### config.mk
export PLATFORM = sky130hd
export DESIGN_NAME = accu_ctrl_unit_flat
export DESIGN_NICKNAME = d
export VERILOG_FILES = /design/src/rtl/accu_ctrl_pkg.sv /design/src/rtl/accu_ctrl_if.sv /design/src/rtl/accu_ctrl_pc.sv /design/src/rtl/accu_ctrl_unit.sv /design/src/flat_wrapper.sv
export SDC_FILE = /design/constraint.sdc
export NUM_CORES = 1
export LEC_CHECK = 0
export ABC_AREA = 0
export CAP_MARGIN = 20
export CORE_AREA = 3 3 56 58
export DETAILED_ROUTE_END_ITERATION = 6
export DIE_AREA = 0 0 59 61
export PLACE_DENSITY_LB_ADDON = 0.2
export SYNTH_ARGS = -nofsm -noshare
export SYNTH_HDL_FRONTEND = slang
export SYNTH_HIERARCHICAL = 1
export SYNTH_SLANG_ARGS = --single-unit
### constraint.sdc
create_clock -name clk -period 1.6 [get_ports clk]
set_input_delay 0.16 -clock clk [delete_from_list [all_inputs] [get_ports clk]]
set_output_delay 0.16 -clock clk [all_outputs]
set_load 0.05 [all_outputs]
### src/rtl/accu_ctrl_pkg.sv
// Shared constants for the accumulator machine: opcodes, ALU select codes and
// controller state encoding, used by both the control unit and the datapath.
package accu_ctrl_pkg;

    typedef enum logic [2:0] {
        OP_NOR  = 3'b000,
        OP_ADD  = 3'b001,
        OP_STA  = 3'b010,
        OP_JCC  = 3'b011,
        OP_LDA  = 3'b100,
        OP_SUB  = 3'b101,
        OP_JMP  = 3'b110,
        OP_HALT = 3'b111
    } opcode_e;

    localparam logic [2:0] SEL_LDA = 3'b000;
    localparam logic [2:0] SEL_NOR = 3'b001;
    localparam logic [2:0] SEL_ADD = 3'b010;
    localparam logic [2:0] SEL_SUB = 3'b011;

    typedef enum logic [2:0] {
        ST_BOOT   = 3'd0,
        ST_FETCH  = 3'd1,
        ST_DECODE = 3'd2,
        ST_OPER   = 3'd3,
        ST_EXEC   = 3'd4,
        ST_ALU    = 3'd5,
        ST_HALT   = 3'd6
    } state_e;

    // Opcodes without an ALU function fall back to the pass-through select.
    function automatic logic [2:0] alu_sel(input opcode_e op);
        case (op)
            OP_NOR:  return SEL_NOR;
            OP_ADD:  return SEL_ADD;
            OP_SUB:  return SEL_SUB;
            default: return SEL_LDA;
        endcase
    endfunction

endpackage

### src/rtl/accu_ctrl_if.sv
// Control-unit bus: run controls and carry from the datapath, memory read data,
// and the address/strobe/status outputs of the controller.
interface accu_ctrl_if #(
    parameter int ADDR_W = 5,
    parameter int DATA_W = 8
);
    logic              ce;
    logic              boot;
    logic              carry;
    logic [DATA_W-1:0] data_in;
    logic [ADDR_W-1:0] adr;
    logic              enable_mem;
    logic              w_mem;
    logic              load_R1;
    logic              load_accu;
    logic              load_carry;
    logic              clear_carry;
    logic              halted;
    logic [2:0]        sel_UAL;

    modport master (
        input  ce, boot, carry, data_in,
        output adr, enable_mem, w_mem, load_R1, load_accu, load_carry,
               clear_carry, halted, sel_UAL
    );

    modport slave (
        output ce, boot, carry, data_in,
        input  adr, enable_mem, w_mem, load_R1, load_accu, load_carry,
               clear_carry, halted, sel_UAL
    );
endinterface

### src/rtl/accu_ctrl_pc.sv
// Program counter with prioritised clear, load, increment and hold.
// Increment wraps naturally modulo 2^ADDR_W.
module accu_ctrl_pc #(
    parameter int ADDR_W = 5
) (
    input  logic              clk,
    input  logic              rst,
    input  logic              clear_i,
    input  logic              load_i,
    input  logic              inc_i,
    input  logic [ADDR_W-1:0] load_val_i,
    output logic [ADDR_W-1:0] pc_o
);

    logic [ADDR_W-1:0] pc_q;
    logic [ADDR_W-1:0] pc_d;

    always_comb begin
        pc_d = pc_q;
        if (clear_i) begin
            pc_d = '0;
        end else if (load_i) begin
            pc_d = load_val_i;
        end else if (inc_i) begin
            pc_d = pc_q + ADDR_W'(1);
        end
    end

    always_ff @(posedge clk or posedge rst) begin
        if (rst) begin
            pc_q <= '0;
        end else begin
            pc_q <= pc_d;
        end
    end

    assign pc_o = pc_q;

endmodule

### src/rtl/accu_ctrl_unit.sv
// Control unit of the accumulator machine: sequences fetch/decode/operand/ALU
// cycles and drives the memory and datapath strobes from state and IR.
module accu_ctrl_unit #(
    parameter int ADDR_W = 5,
    parameter int DATA_W = 8
) (
    input  logic        clk,
    input  logic        rst,
    accu_ctrl_if.master bus
);
    import accu_ctrl_pkg::*;

    if (DATA_W < 3 + ADDR_W) begin : g_bad_width
        $error("accu_ctrl_unit: DATA_W must be at least 3+ADDR_W");
    end

    // Only the opcode and address fields of an instruction are kept.
    localparam int IR_W = 3 + ADDR_W;

    state_e            state_q, state_d;
    logic [IR_W-1:0]   ir_q, ir_d;
    opcode_e           ir_op, in_op;
    logic [ADDR_W-1:0] ir_adr, in_adr, pc;
    logic              pc_clear, pc_load, pc_inc;
    logic              active;
    logic              em_c, wm_c, r1_c, la_c, lc_c, cc_c;
    logic [ADDR_W-1:0] adr_c;
    logic [2:0]        sel_c;

    assign in_op  = opcode_e'(bus.data_in[DATA_W-1 -: 3]);
    assign in_adr = bus.data_in[ADDR_W-1:0];
    assign ir_op  = opcode_e'(ir_q[IR_W-1 -: 3]);
    assign ir_adr = ir_q[ADDR_W-1:0];
    assign active = bus.ce & ~bus.boot;

    accu_ctrl_pc #(.ADDR_W(ADDR_W)) u_pc (
        .clk        (clk),
        .rst        (rst),
        .clear_i    (pc_clear),
        .load_i     (pc_load),
        .inc_i      (pc_inc),
        .load_val_i (in_adr),
        .pc_o       (pc)
    );

    always_ff @(posedge clk or posedge rst) begin
        if (rst) begin
            state_q <= ST_BOOT;
            ir_q    <= '0;
        end else begin
            state_q <= state_d;
            ir_q    <= ir_d;
        end
    end

    // Decode the JCC/JMP branch from the incoming word, since IR is only loaded
    // at the end of DECODE.
    always_comb begin
        state_d  = state_q;
        ir_d     = ir_q;
        pc_clear = 1'b0;
        pc_load  = 1'b0;
        pc_inc   = 1'b0;
        em_c     = 1'b0;
        wm_c     = 1'b0;
        r1_c     = 1'b0;
        la_c     = 1'b0;
        lc_c     = 1'b0;
        cc_c     = 1'b0;
        sel_c    = SEL_LDA;
        adr_c    = pc;

        case (state_q)
            ST_BOOT: begin
                adr_c    = '0;
                pc_clear = 1'b1;
                state_d  = ST_FETCH;
            end
            ST_FETCH: begin
                em_c    = 1'b1;
                state_d = ST_DECODE;
            end
            ST_DECODE: begin
                ir_d   = {bus.data_in[DATA_W-1 -: 3], in_adr};
                pc_inc = 1'b1;
                case (in_op)
                    OP_JMP: begin
                        pc_load = 1'b1;
                        state_d = ST_FETCH;
                    end
                    OP_JCC: begin
                        pc_load = ~bus.carry;
                        cc_c    = bus.carry;
                        state_d = ST_FETCH;
                    end
                    OP_HALT: state_d = ST_HALT;
                    default: state_d = ST_OPER;
                endcase
            end
            ST_OPER: begin
                adr_c = ir_adr;
                em_c  = 1'b1;
                if (ir_op == OP_STA) begin
                    wm_c    = 1'b1;
                    state_d = ST_FETCH;
                end else begin
                    state_d = ST_EXEC;
                end
            end
            ST_EXEC: begin
                adr_c   = ir_adr;
                r1_c    = 1'b1;
                state_d = ST_ALU;
            end
            ST_ALU: begin
                adr_c   = ir_adr;
                sel_c   = alu_sel(ir_op);
                la_c    = 1'b1;
                lc_c    = (ir_op == OP_ADD) || (ir_op == OP_SUB);
                state_d = ST_FETCH;
            end
            ST_HALT: state_d = ST_HALT;
            default: state_d = ST_BOOT;
        endcase

        if (!bus.ce) begin
            state_d  = state_q;
            ir_d     = ir_q;
            pc_clear = 1'b0;
            pc_load  = 1'b0;
            pc_inc   = 1'b0;
        end
        if (bus.boot) begin
            state_d  = ST_BOOT;
            ir_d     = ir_q;
            pc_clear = 1'b1;
            pc_load  = 1'b0;
            pc_inc   = 1'b0;
        end
    end

    // A stall or boot request suppresses every strobe of the current state.
    assign bus.enable_mem  = em_c & active;
    assign bus.w_mem       = wm_c & active;
    assign bus.load_R1     = r1_c & active;
    assign bus.load_accu   = la_c & active;
    assign bus.load_carry  = lc_c & active;
    assign bus.clear_carry = cc_c & active;
    assign bus.adr         = adr_c;
    assign bus.sel_UAL     = sel_c;
    assign bus.halted      = (state_q == ST_HALT);

endmodule
### src/flat_wrapper.sv
// flat-port wrapper written by rule: the top's interface ports become plain ports
module accu_ctrl_unit_flat import accu_ctrl_pkg::*;
#(
    parameter int ADDR_W = 5,
    parameter int DATA_W = 8
)
  (clk, rst, bus_ce, bus_boot, bus_carry, bus_data_in, bus_adr, bus_enable_mem, bus_w_mem, bus_load_R1, bus_load_accu, bus_load_carry, bus_clear_carry, bus_halted, bus_sel_UAL);
  accu_ctrl_if #(.ADDR_W(ADDR_W), .DATA_W(DATA_W)) bus_i ();
  input  logic clk;
  input  logic rst;
  input wire logic [$bits(bus_i.ce)-1:0] bus_ce;
  input wire logic [$bits(bus_i.boot)-1:0] bus_boot;
  input wire logic [$bits(bus_i.carry)-1:0] bus_carry;
  input wire logic [$bits(bus_i.data_in)-1:0] bus_data_in;
  output wire logic [$bits(bus_i.adr)-1:0] bus_adr;
  output wire logic [$bits(bus_i.enable_mem)-1:0] bus_enable_mem;
  output wire logic [$bits(bus_i.w_mem)-1:0] bus_w_mem;
  output wire logic [$bits(bus_i.load_R1)-1:0] bus_load_R1;
  output wire logic [$bits(bus_i.load_accu)-1:0] bus_load_accu;
  output wire logic [$bits(bus_i.load_carry)-1:0] bus_load_carry;
  output wire logic [$bits(bus_i.clear_carry)-1:0] bus_clear_carry;
  output wire logic [$bits(bus_i.halted)-1:0] bus_halted;
  output wire logic [$bits(bus_i.sel_UAL)-1:0] bus_sel_UAL;
  assign bus_i.ce = bus_ce;
  assign bus_i.boot = bus_boot;
  assign bus_i.carry = bus_carry;
  assign bus_i.data_in = bus_data_in;
  assign bus_adr = bus_i.adr;
  assign bus_enable_mem = bus_i.enable_mem;
  assign bus_w_mem = bus_i.w_mem;
  assign bus_load_R1 = bus_i.load_R1;
  assign bus_load_accu = bus_i.load_accu;
  assign bus_load_carry = bus_i.load_carry;
  assign bus_clear_carry = bus_i.clear_carry;
  assign bus_halted = bus_i.halted;
  assign bus_sel_UAL = bus_i.sel_UAL;
  accu_ctrl_unit #(.ADDR_W(ADDR_W), .DATA_W(DATA_W)) u_core (.clk(clk), .rst(rst), .bus(bus_i));
endmodule
* Word level (Yosys, flattened, before mapping)
Cells that the tools add are included.
** Cells by class
- Add/subtract/negate cells :: 1
- Eq/ne operators :: 12
- Muxes and demuxes :: 29
- Bitwise gates (word level) :: 9
- Reductions and logical operators :: 10
** Operator list (number)
- $eq A3 B3 Y1 const B :: 6
- $pmux W3 S6 :: 1
- $mux W1 :: 17
- $mux W5 :: 3
- $eq A3 B2 Y1 const B :: 4
- $mux W3 :: 4
- $pmux W5 S2 :: 1
- $and A1 B1 Y1 :: 7
- $eq A3 B1 Y1 const B :: 2
- $logic_not A3 Y1 :: 2
- $pmux W2 S3 :: 1
- $pmux W3 S2 :: 1
- $reduce_or A2 Y1 :: 3
- $add A5 B1 Y5 const B :: 1
- $reduce_and A3 Y1 :: 1
- $reduce_bool A3 Y1 :: 1
- $reduce_or A3 Y1 :: 1
- $not A1 Y1 :: 2
- $pmux W1 S2 :: 1
- $reduce_bool A2 Y1 :: 1
- $logic_or A1 B1 Y1 :: 1
** Storage, ports and cells
- Register bits :: 16
- Input bits :: 13
- Output and inout port bits :: 15
- Word-level logic and storage cells :: 64

* Depth between registers and ports, before layout
Gate-level depths: netlist of the first run.
- Word-level depth :: 7
- Mapped depth :: 7

* Hierarchy
The synthesis of the first run kept the hierarchy.
** By module, submodules not included
- accu_ctrl_unit :: times used 1, cells an instance 91, area an instance 877.1 µm²
- accu_ctrl_pc :: times used 1, cells an instance 29, area an instance 285.3 µm²

* Worst setup path after synthesis of the first run
Ideal clock, no wire load.
- Path type :: register -> output
- Start :: reg u_core.state_q[1]
- End :: out bus_load_R1
- Arrival :: 2218 ps
- Data required time :: 1440 ps
- Path slack :: -778 ps
- Stages on the path, launching flop included :: 4
- Path buffers :: 2
- Cells stage by stage :: dfrtp_1 buf_4 buf_2 nor4_1
** Between the ends
- Word-level cells in the longest chain between the ends :: 3
** RTL lines
- from (decl) :: RTL line accu_ctrl_unit.sv:20 : state_e state_q, state_d;
- from (signal assigned) :: RTL line accu_ctrl_unit.sv:51 : state_q <= state_d;
- $eq A3 B3 Y1 :: RTL line accu_ctrl_unit.sv:73 : case (state_q)
- $mux W1 :: RTL line accu_ctrl_unit.sv:73
- $and A1 B1 Y1 :: RTL line accu_ctrl_unit.sv:145 : assign bus.load_R1 = r1_c & active;
- to (decl) :: RTL line flat_wrapper.sv:18 : output wire logic [$bits(bus_i.load_R1)-1:0] bus_load_R1;
No other way between the ends.

* Worst setup path in the final report of the first run
- Start :: reg u_core.state_q[1]
- End :: out bus_load_carry
** Between the ends
- Word-level cells in the longest chain between the ends :: 3
** RTL lines
- $eq A3 B3 Y1
- $mux W1 :: RTL line accu_ctrl_unit.sv:73
- $and A1 B1 Y1 :: RTL line accu_ctrl_unit.sv:147 : assign bus.load_carry = lc_c & active;
- to (decl) :: RTL line flat_wrapper.sv:20 : output wire logic [$bits(bus_i.load_carry)-1:0] bus_load_carry;
No other way between the ends.

==> results of run 1 <==
## worst paths after layout
kind / endpoint / cells past startpoint
worst max-delay path: bus_load_carry / 4
worst min-delay path: u_core/u_pc/pc_o[4]$_DFFE_PP0P_ / 2
worst max register to register: u_core/u_pc/pc_o[0]$_DFFE_PP0P_ / 7
worst min register to register: u_core/ir_q[4]$_DFFE_PP0P_ / 1
max in group asynchronous: u_core/state_q[2]$_DFFE_PP0P_ / 2
min in group clk: u_core/state_q[1]$_DFFE_PP0P_ / 3
## registers in the layout, indices dropped and copies added (netlist names)
register	count
u_core/ir_q	8
u_core/state_q	3
u_core/u_pc/pc_o	5
## cell families after synthesis
| family | share of synthesized area |
|---|---|
| AOI/OAI and AO/OA | 0.147 |
| xor gates and xnor gates | 0.0452 |
| adders and majority gates | 0.0108 |
| buffers and inverters | 0.0829 |
| DFF | 0.344 |
| muxes | 0.179 |
| other | 0.00323 |
| and+or+nand+nor | 0.187 |
## per-layer routing
layer | share of wire | wire length, um | vias up
met5 | 0 | 0 | -
met4 | 0.018 | 55 | 0
met3 | 0.045 | 140 | 6
met2 | 0.53 | 1630 | 30
met1 | 0.41 | 1270 | 521
li1 | - | - | 522
## final cells by class
type / count / area share
sequential: 16 / 0.214
multi-input combinational: 86 / 0.414
timing repair buffer: 49 / 0.315
clock buffer: 4 / 0.0193
tap: 31 / 0.0206
inverter: 8 / 0.0159
## what timing repair did
action | in CTS | in global routing
gates cloned | 0 | 1
resized for setup | 26 | 6
endpoints found under the setup margin | 13 | 15
hold buffers | 0 | 0
buffers inserted | 3 | 2
pin swaps | 5 | 3
## cells in the final DEF (no fill, tap or decap), types with 4 or more instances in the layout
cell,count
nor2_1,6
clkdlybuf4s50_1,10
dfrtp_1,13
o21a_1,4
o221ai_2,4
inv_1,8
buf_12,14
buf_4,16
buf_6,5
mux2_4,7
nand2_1,7
nand3_1,4
mux2i_1,7
## report_power, final
group	internal, mW	leakage [nW]	switching [mW]
logic	0.193	0.578	0.149
registers	0.469	0.209	0.0690
clock network	0.139	0.0210	0.132
## stage by stage
step,util,cells
final,0.695,194
after global routing,0.695,194
after CTS,0.681,191
after detailed placement,0.619,184
after global placement,0.619,184
after floorplan,-,120
==> qor.csv, run 1 <==
stage,metric,value,unit
clocking,clk_latency,0.29,ns
sta,fin_crit_sh,1.05,
power,p_leak,0.808,nW
global_routing,top_usage_layer,met2,
drt,wl,3100,um
clocking,path_clk_slew,0.10,ns
worst_setup_path,slowest_delay,0.46,ns
power,totalPowerFinal,1.15,mW
power,peakVddDrop,0.454,mV
placed_design,dp_slack,-0.130,ns
sta,finClkSkew,0.00436,ns
final_layout,drive_gt1_frac,0.460,
worst_setup_path,cp-startpoint,u_core/state_q[1]$_DFFE_PP0P_,
worst_setup_path,critPathRequiredTime,1.44,ns
synth,synth.area.top_cells,"dfrtp_1 34%, mux2_4 9.0%, mux2i_1 6.9%, o221ai_1 3.8%, nor2_1 3.2%",
synth,avgSynthCellArea,9.69,um^2
synth,synth_seq_cells,16,
drt,drt_iter0_drc,22,
synth,ys_async_sr_fraction,1.00,
die,core,2710,um^2
sta,finalCriticalPeriod,1.68,ns
sta,maxSlewViolCount,0,
synth,synth-edff-count,0,
sta,layout_setup_ws,-0.0842,ns
global_routing,gr-total-overflow,0,
drt,route.detailed.drc,0,
global_routing,grt_usage,0.189,
final_layout,nFillCells,204,
global_routing,grtUsageMet2,0.349,
worst_setup_path,reg2reg_from,u_core/state_q[2]$_DFFE_PP0P_,
final_layout,nets,178,
final_layout,ff_latch_area,404,um^2
min_path,hold_path.class,in2async,
synth,ys_seq_area_frac,0.344,
global_routing,grt_pass1_vias,1090,
sta,holdWs,0.0774,ns
final_layout,antennaDiodeCount,0,
worst_setup_path,critPathKind,reg2out,
final_layout,fin_area,1880,um^2
die,start_util,0.429,
synth,synth_flop_cell,dfrtp_1,
die,io_pins,28,
global_routing,grt_use_met1,0.214,
worst_setup_path,r2r_slack,-0.01,ns
global_routing,grt_max_degree,15,
synth,syn_inst,120,
die,std_cell_rows,19,
drt,viasPerCell,5.56,
global_routing,grt_pass1_wl,5040,um
synth,yosysMostFrequentCell,dfrtp_1,
sta,finalHoldViolCount,0,
worst_setup_path,endpoint_kind,output pin,
synth,synth_nets,134,
worst_setup_path,crit_fanout,6,
synth,synth_cell_types,40,
clocking,htreeDepth,1,
run_status,violations,setup timing,
placed_design,gp_congestion,0.870,
clocking,clock-root-buffer,clkbuf_4,
synth,yosysTopAreaCellShare,0.344,
placed_design,placed_area,1680,um^2
sta,rsz0062_at_grt,yes,
worst_setup_path,cp.arrival,1.52,ns
drt,vias,1079,
clocking,cts_tree,built,
synth,synth_area,1160,um^2
final_layout,multiInputGateArea,781,um^2
clocking,cts.sinks,16,
sta,setup_tns,-0.415,ns
synth,yosysTopAreaCell,dfrtp_1,
die,die_x,59,um
global_routing,met3_usage,0.0362,
worst_setup_path,crit_path_start_kind,register,
final_layout,area_growth,62.1,%
clocking,cts_buffers,3,
drt,ant_nets,0,
drt,dr.pass1.iters,4,
placed_design,io_buffers,26,
global_routing,antenna_found_initial,0,
placed_design,place_hpwl,2230,um
drt,wl_per_cell,16.0,um
synth,synth_warnings,6,
job,drv_cap,0,
worst_setup_path,crit_family,simple AND/OR/NAND/NOR gates,
power,power.density,610,nW/um^2
clocking,clockBufferDepth,2,
sta,fmax,594,MHz
sta,finalSetupViolCount,8,
worst_setup_path,crit_slowest_cell,dfrtp_2,
run_status,outcome,"finished, violations left",
worst_setup_path,crit_buf_inv,1,
synth,synth_commonest_cells,"16 x dfrtp_1, 10 x nor2_1, 8 x inv_1, 8 x mux2i_1",
die,die_h,61,um
worst_setup_path,crit_chain,"nand3b_1, nor2_2, and3_4, buf_12",
die,die_area,3600,um^2
Power figures use the tool's default switching activity.
==> run 2: changes to the inputs <==
--- a/config.mk
+++ b/config.mk
@@ -7,10 +7,11 @@
 export LEC_CHECK = 0
 export ABC_AREA = 0
 export CAP_MARGIN = 20
-export CORE_AREA = 3 3 56 58
+export CORE_AREA = 3 3 51 53
 export DETAILED_ROUTE_END_ITERATION = 6
-export DIE_AREA = 0 0 59 61
+export DIE_AREA = 0 0 54 56
 export PLACE_DENSITY_LB_ADDON = 0.2
+export RECOVER_POWER = 25
 export SYNTH_ARGS = -nofsm -noshare
 export SYNTH_HDL_FRONTEND = slang
 export SYNTH_HIERARCHICAL = 1
==> constraint.sdc (replaced) <==
create_clock -name clk -period 2.2 [get_ports clk]
set_input_delay 0.22 -clock clk [delete_from_list [all_inputs] [get_ports clk]]
set_output_delay 0.22 -clock clk [all_outputs]
set_load 0.05 [all_outputs]
==> run 2 against run 1 <==
Effect of this change: the run now ends clean; sequential power down 28%; clock skew down 0.0032 ns; routed wire length down 10%; register-to-register slack better by 0.42 ns; highest routed layer unchanged.
==> qor.csv, run 2 (synthesis results as in run 1) <==
stage,metric,value,unit,change
drt,wl,2780,um,was 3100 um
placed_design,placed_cells,169,,was 184
drt,ant_nets,0,,unchanged
sta,finClkSkew,0.00119,ns,was 0.00436 ns
global_routing,grt_pass1_vias,993,,"was 1,090"
clocking,clockBufferDepth,2,,unchanged
global_routing,grtUsageMet2,0.315,,was 0.349
job,drv_cap,0,,unchanged
sta,rsz0062_at_grt,no,,was yes
final_layout,multiInputGateArea,674,um^2,was 781 um^2
sta,finalSetupViolCount,0,,was 8
worst_setup_path,crit_path_start_kind,register,,unchanged
die,std_cell_rows,17,,was 19
sta,finalHoldViolCount,0,,unchanged
clocking,cts_tree,built,,unchanged
die,core,2190,um^2,was 2710 um^2
global_routing,grt_max_degree,15,,unchanged
sta,finalCriticalPeriod,2.07,ns,
placed_design,placed_area,1580,um^2,was 1680 um^2
drt,vias,1020,,"was 1,079"
drt,dr.pass1.iters,4,,unchanged
final_layout,final_common_cell,dfrtp_1,,was buf_4
global_routing,gr-total-overflow,0,,unchanged
sta,holdWs,0.272,ns,was 0.0774 ns
power,power.density,493,nW/um^2,was 610 nW/um^2
final_layout,top_register,u_core/ir_q,,unchanged
placed_design,gp_congestion,0.827,,was 0.870
final_layout,nets,160,,was 178
final_layout,ff_latch_area,400,um^2,was 404 um^2
global_routing,grt_use_met1,0.274,,was 0.214
min_path,hold_path.class,in2async,,unchanged
final_layout,drive_gt1_frac,0.269,,was 0.460
global_routing,grt_pass1_wl,4570,um,was 5040 um
clocking,cts.sinks,16,,unchanged
global_routing,grt_usage,0.201,,was 0.189
final_layout,antennaDiodeCount,0,,unchanged
worst_setup_path,critPathRequiredTime,1.98,ns,was 1.44 ns
global_routing,antenna_found_initial,0,,unchanged
final_layout,largest_reg_flops,8,,unchanged
clocking,htreeDepth,1,,unchanged
drt,viasPerCell,5.90,,was 5.56
die,die_x,54,um,was 59 um
final_layout,instances_no_fill,173,,was 194
die,die_h,56,um,was 61 um
drt,drt_iter0_drc,30,,was 22
final_layout,area_growth,38.9,%,was 62.1%
worst_setup_path,endpoint_kind,output pin,,unchanged
final_layout,nFillCells,158,,was 204
worst_setup_path,crit_fanout,11,,was 6
power,p_leak,0.702,nW,was 0.808 nW
worst_setup_path,critPathKind,reg2out,,unchanged
placed_design,place_hpwl,2100,um,was 2230 um
global_routing,top_usage_layer,met2,,unchanged
sta,maxSlewViolCount,0,,unchanged
die,start_util,0.531,,was 0.429
clocking,cts_buffers,3,,unchanged
die,die_area,3020,um^2,was 3600 um^2
die,io_pins,28,,unchanged
sta,fmax,482,MHz,
clocking,path_clk_slew,0.10,ns,about the same
drt,wl_per_cell,16.1,um,was 16.0 um
clocking,clock-root-buffer,clkbuf_4,,unchanged
placed_design,io_buffers,26,,unchanged
global_routing,met3_usage,0.0349,,was 0.0362
final_layout,final_cell_mix,"16 x dfrtp_1, 14 x buf_12, 11 x clkdlybuf4s50_1",,"was 16 x buf_4, 14 x buf_12, 13 x dfrtp_1"
sta,fin_crit_sh,0.942,,
clocking,cts_setup_buffers,0,,was 3
power,peakVddDrop,0.393,mV,was 0.454 mV
final_layout,fin_area,1610,um^2,was 1880 um^2
sta,setup_tns,0,ns,was -0.415 ns
drt,route.detailed.drc,0,,unchanged
clocking,clk_latency,0.29,ns,about the same
final_layout,postLayoutCoreUtil,0.737,,was 0.695
run_status,outcome,"complete, no violations",,"was finished, violations left"
worst_setup_path,cp.arrival,1.85,ns,was 1.52 ns
-- run 2: changes by cell type in the layout (fill, tap and decap cells not counted), moves of 3 or more --
cell / before / now
dfrtp_1: 13 / 16
dfrtp_2: 3 / 0
buf_6: 5 / 0
nor2_1: 6 / 10
o221ai_1: 0 / 5
buf_4: 16 / 5
o221ai_2: 4 / 0
-- run 2: metrics by stage --
stage               power [mW]  setup WS (ns)
floorplan                0.530          0.210
global placement         0.590          0.283
detailed placement       0.595          0.205
CTS                      0.797          0.131
global route             0.842         0.0237
finish                   0.796          0.127
-- run 2: where the power goes --
| part | total [mW] | internal (mW) | switching [mW] |
|---|---|---|---|
| clock network | 0.202 | 0.101 | 0.101 |
| registers | 0.390 | 0.340 | 0.0498 |
| logic | 0.204 | 0.117 | 0.0868 |
| total | 0.796 | 0.558 | 0.237 |
-- run 2: final cells by class --
| cell class | count | share of cell area |
|---|---|---|
| tap | 28 | 0.0217 |
| multi-input combinational | 86 | 0.418 |
| inverter | 8 | 0.0186 |
| clock buffer | 4 | 0.0225 |
| sequential | 16 | 0.248 |
| timing repair buffer | 31 | 0.271 |
-- run 2: layer usage --
layer	vias to the layer above	wire, um	share of wire
li1	481	-	-
met1	505	1170	0.42
met2	31	1430	0.51
met3	3	145	0.052
met4	0	29	0.010
met5	-	0	0
-- run 2: what timing repair did --
item / CTS / global route
hold buffers: 0 / 0
setup endpoints to repair: 0 / 5
gates resized for setup: 0 / 1
-- run 2: critical path, stage by stage (launching register included) --
cell	delay, ns
dfrtp_1	0.53
nor2_1	0.24
nand3_2	0.18
buf_4	0.24
nor2_1	0.19
buf_12	0.17
-- run 2: worst paths after layout --
kind                       slack [ns]  cells after the start                          start                              end
max in group asynchronous        1.52                      2                            rst       u_core/ir_q[2]$_DFFE_PP0P_
setup / recovery                 0.13                      5  u_core/state_q[0]$_DFFE_PP0P_                  bus_clear_carry
hold reg to reg                  0.55                      1     u_core/ir_q[3]$_DFFE_PP0P_       u_core/ir_q[3]$_DFFE_PP0P_
setup reg to reg                 0.41                      6  u_core/state_q[0]$_DFFE_PP0P_  u_core/u_pc/pc_o[1]$_DFFE_PP0P_
min in group clk                 0.55                      1     u_core/ir_q[3]$_DFFE_PP0P_       u_core/ir_q[3]$_DFFE_PP0P_
hold / removal                   0.27                      2                            rst  u_core/u_pc/pc_o[4]$_DFFE_PP0P_
==> run 3: changes to the inputs <==
--- a/config.mk
+++ b/config.mk
@@ -7,9 +7,9 @@
 export LEC_CHECK = 0
 export ABC_AREA = 0
 export CAP_MARGIN = 20
-export CORE_AREA = 3 3 51 53
+export CORE_AREA = 3 3 49 56
 export DETAILED_ROUTE_END_ITERATION = 6
-export DIE_AREA = 0 0 54 56
+export DIE_AREA = 0 0 52 59
 export PLACE_DENSITY_LB_ADDON = 0.2
 export RECOVER_POWER = 25
 export SYNTH_ARGS = -nofsm -noshare
==> run 3 against run 2 <==
Effect of this change: final area shrank 0.85%; worst hold slack gained 0.027 ns; first-iteration DRC count is 3.3% higher; die area grew 1.5%; combinational power is essentially flat; clock-buffer cell count is 1 lower; power down 5.9%; sequential share of layout area increased by 0.21 points; sequential power down 1%; register-to-register slack gained 0.07 ns; setup slack worse by 0.012 ns; clock skew increased by 0.0014 ns; critical endpoint is now bus_adr[1]; largest cell class unchanged.
==> qor.csv, run 3 (synthesis results as in run 1) <==
stage,metric,value,unit,change
drt,vias,995,,"was 1,020"
worst_setup_path,reg2reg_from,u_core/state_q[0]$_DFFE_PP0P_,,unchanged
run_status,outcome,"complete, no violations",,unchanged
die,core,2230,um^2,was 2190 um^2
die,die_x,52,um,was 54 um
clocking,path_clk_slew,0.09,ns,was 0.10 ns
sta,layout_setup_ws,0.114,ns,was 0.127 ns
global_routing,grt_max_degree,15,,unchanged
placed_design,place_hpwl,2140,um,was 2100 um
worst_setup_path,r2r_slack,0.48,ns,was 0.41 ns
worst_setup_path,crit_path_start_kind,register,,unchanged
global_routing,grt_pass1_wl,4460,um,was 4570 um
clocking,cts_buffers,3,,unchanged
sta,fmax,479,MHz,was 482 MHz
final_layout,nFillCells,165,,was 158
final_layout,instances_no_fill,174,,was 173
worst_setup_path,r2r-end,u_core/u_pc/pc_o[1]$_DFFE_PP0P_,,unchanged
power,pwr-share-comb,0.276,,was 0.256
worst_setup_path,ff2ff_path_depth,6,,unchanged
drt,ant_nets,0,,unchanged
final_layout,top_register,u_core/ir_q,,unchanged
power,p_int,0.521,mW,was 0.558 mW
drt,drt_iter0_drc,31,,was 30
global_routing,grt_usage,0.195,,was 0.201
drt,wl,2720,um,was 2780 um
final_layout,final_cell_mix,"16 x dfrtp_1, 14 x buf_12, 11 x clkdlybuf4s50_1",,unchanged
power,switchingPower,0.228,mW,was 0.237 mW
power,power.density,468,nW/um^2,was 493 nW/um^2
power,peakVddDrop,0.352,mV,was 0.393 mV
sta,setup_tns,0,ns,unchanged
clocking,clockBufferDepth,2,,unchanged
worst_setup_path,critPathRequiredTime,1.98,ns,about the same
sta,slew_headroom,0.645,,
clocking,htreeDepth,1,,unchanged
placed_design,dp_slack,0.232,ns,was 0.205 ns
final_layout,largest_reg_flops,8,,unchanged
worst_setup_path,cp.arrival,1.87,ns,was 1.85 ns
drt,route.detailed.drc,0,,unchanged
final_layout,area_growth,37.7,%,was 38.9%
final_layout,final_common_cell,dfrtp_1,,unchanged
sta,finClkSkew,0.00258,ns,was 0.00119 ns
sta,fin_crit_sh,0.948,,was 0.942
die,die_h,59,um,was 56 um
die,std_cell_rows,18,,was 17
power,switching_share,0.305,,was 0.298
drt,wl_met3,111,um,was 145 um
sta,worstMarginPinSlew,0.532,ns,
final_layout,antennaDiodeCount,0,,unchanged
drt,dr.pass1.iters,5,,was 4
worst_setup_path,critPathKind,reg2out,,unchanged
sta,maxSlewViolCount,0,,unchanged
worst_setup_path,crit_slowest_cell,dfrtp_1,,unchanged
worst_setup_path,endpoint_kind,output pin,,unchanged
clocking,clk_latency,0.28,ns,was 0.29 ns
worst_setup_path,slowest_delay,0.56,ns,was 0.53 ns
clocking,cts_hold_buf,0,,unchanged
global_routing,gr-total-overflow,0,,unchanged
drt,wl_per_cell,15.6,um,was 16.1 um
die,start_util,0.521,,was 0.531
worst_setup_path,crit_family,flip-flops,,was simple AND/OR/NAND/NOR gates
global_routing,antenna_found_initial,0,,unchanged
drt,wl_met2,1470,um,was 1430 um
placed_design,io_buffers,26,,unchanged
final_layout,ff_latch_area,400,um^2,unchanged
clocking,cts_resized,0,,unchanged
sta,finalCriticalPeriod,2.09,ns,was 2.07 ns
clocking,cts_setup_buffers,0,,unchanged
drt,viasPerCell,5.72,,was 5.90
sta,finalHoldViolCount,0,,unchanged
die,io_pins,28,,unchanged
job,drv_cap,0,,unchanged
worst_setup_path,crit_buf_inv,1,,was 2
worst_setup_path,crit_fanout,14,,was 11
power,p_seq_frac,0.516,,was 0.490
sta,finalSetupViolCount,0,,unchanged
placed_design,placed_cells,171,,was 169
clocking,clock-root-buffer,clkbuf_4,,unchanged
sta,rsz0062_at_grt,no,,unchanged
min_path,hold_path.class,in2async,,unchanged
power,p_leak,0.694,nW,was 0.702 nW
placed_design,gp_congestion,0.837,,was 0.827
power,pwr-share-clk,0.208,,was 0.254
clocking,cts_tree,built,,unchanged
final_layout,multiInputGateArea,672,um^2,was 674 um^2
power,totalPowerFinal,0.749,mW,was 0.796 mW
drt,m1WireLength,1100,um,was 1170 um
clocking,cts.sinks,16,,unchanged
global_routing,grt_pass1_vias,964,,was 993
final_layout,drive_gt1_frac,0.257,,was 0.269
final_layout,postLayoutCoreUtil,0.718,,was 0.737
drt,top_layer_used,met4,,unchanged
die,die_area,3070,um^2,was 3020 um^2
final_layout,nets,160,,unchanged
worst_setup_path,crit_chain,"nand2b_1, o221ai_1, buf_12",,"was nor2_1, nand3_2, buf_4, nor2_1, buf_12"
-- run 3: cell types whose count changed in the layout (fill, tap and decap cells not counted), sizes merged --
cell    before  now
clkbuf       4    3
-- run 3: cell type report --
cell class / count / share of cell area
Multi-Input combinational cell: 86 / 0.420
Timing Repair Buffer: 31 / 0.274
Clock buffer: 3 / 0.0141
Tap cell: 30 / 0.0235
Sequential cell: 16 / 0.250
Inverter: 8 / 0.0188
-- run 3: power groups by stage --
stage	clock [mW]	combinational (mW)	sequential, mW
floorplan	0	0.154	0.376
global placement	0	0.201	0.391
detailed placement	0	0.206	0.392
CTS	0.161	0.208	0.386
global route	0.179	0.223	0.393
finish	0.156	0.207	0.386
-- run 3: how the worst max path moves through the flow --
| stage | cells past startpoint | startpoint | slack [ns] | endpoint |
|---|---|---|---|---|
| global placement | 7 | bus_ce | 0.30 | u_core/u_pc/pc_o[1]$_DFFE_PP0P_ |
| CTS | 3 | u_core/state_q[0]$_DFFE_PP0P_ | 0.15 | bus_adr[1] |
| global route | 4 | u_core/state_q[0]$_DFFE_PP0P_ | 0.01 | bus_adr[2] |
| detailed placement | 7 | bus_ce | 0.23 | u_core/u_pc/pc_o[1]$_DFFE_PP0P_ |
| floorplan | 3 | u_core/state_q[1]$_DFFE_PP0P_ | 0.21 | bus_sel_UAL[0] |
| finish | 3 | u_core/state_q[0]$_DFFE_PP0P_ | 0.11 | bus_adr[1] |
-- run 3: worst register-to-register path, stage by stage (launching register included) --
cell and delay (ns):
dfrtp_1 0.51, nor2_1 0.21, nand3_2 0.16, inv_1 0.20
mux2_1 0.35, mux2i_1 0.13, nor2_1 0.05
-- run 3: per-layer routing --
layer  global-route usage  up-vias
met4               0.0787        0
met5                    0        -
met1                0.234      481
met2                0.352       33
met3               0.0176        4
li1                     -      477
-- run 3: per-stage QoR --
step | cell area, um^2 | hold slack (ns)
after CTS | 1600 | 0.168
after detailed placement | 1580 | 0.487
after floorplan | 1170 | -0.00148
after global placement | 1580 | 0.459
final | 1600 | 0.299
after global routing | 1600 | 0.283
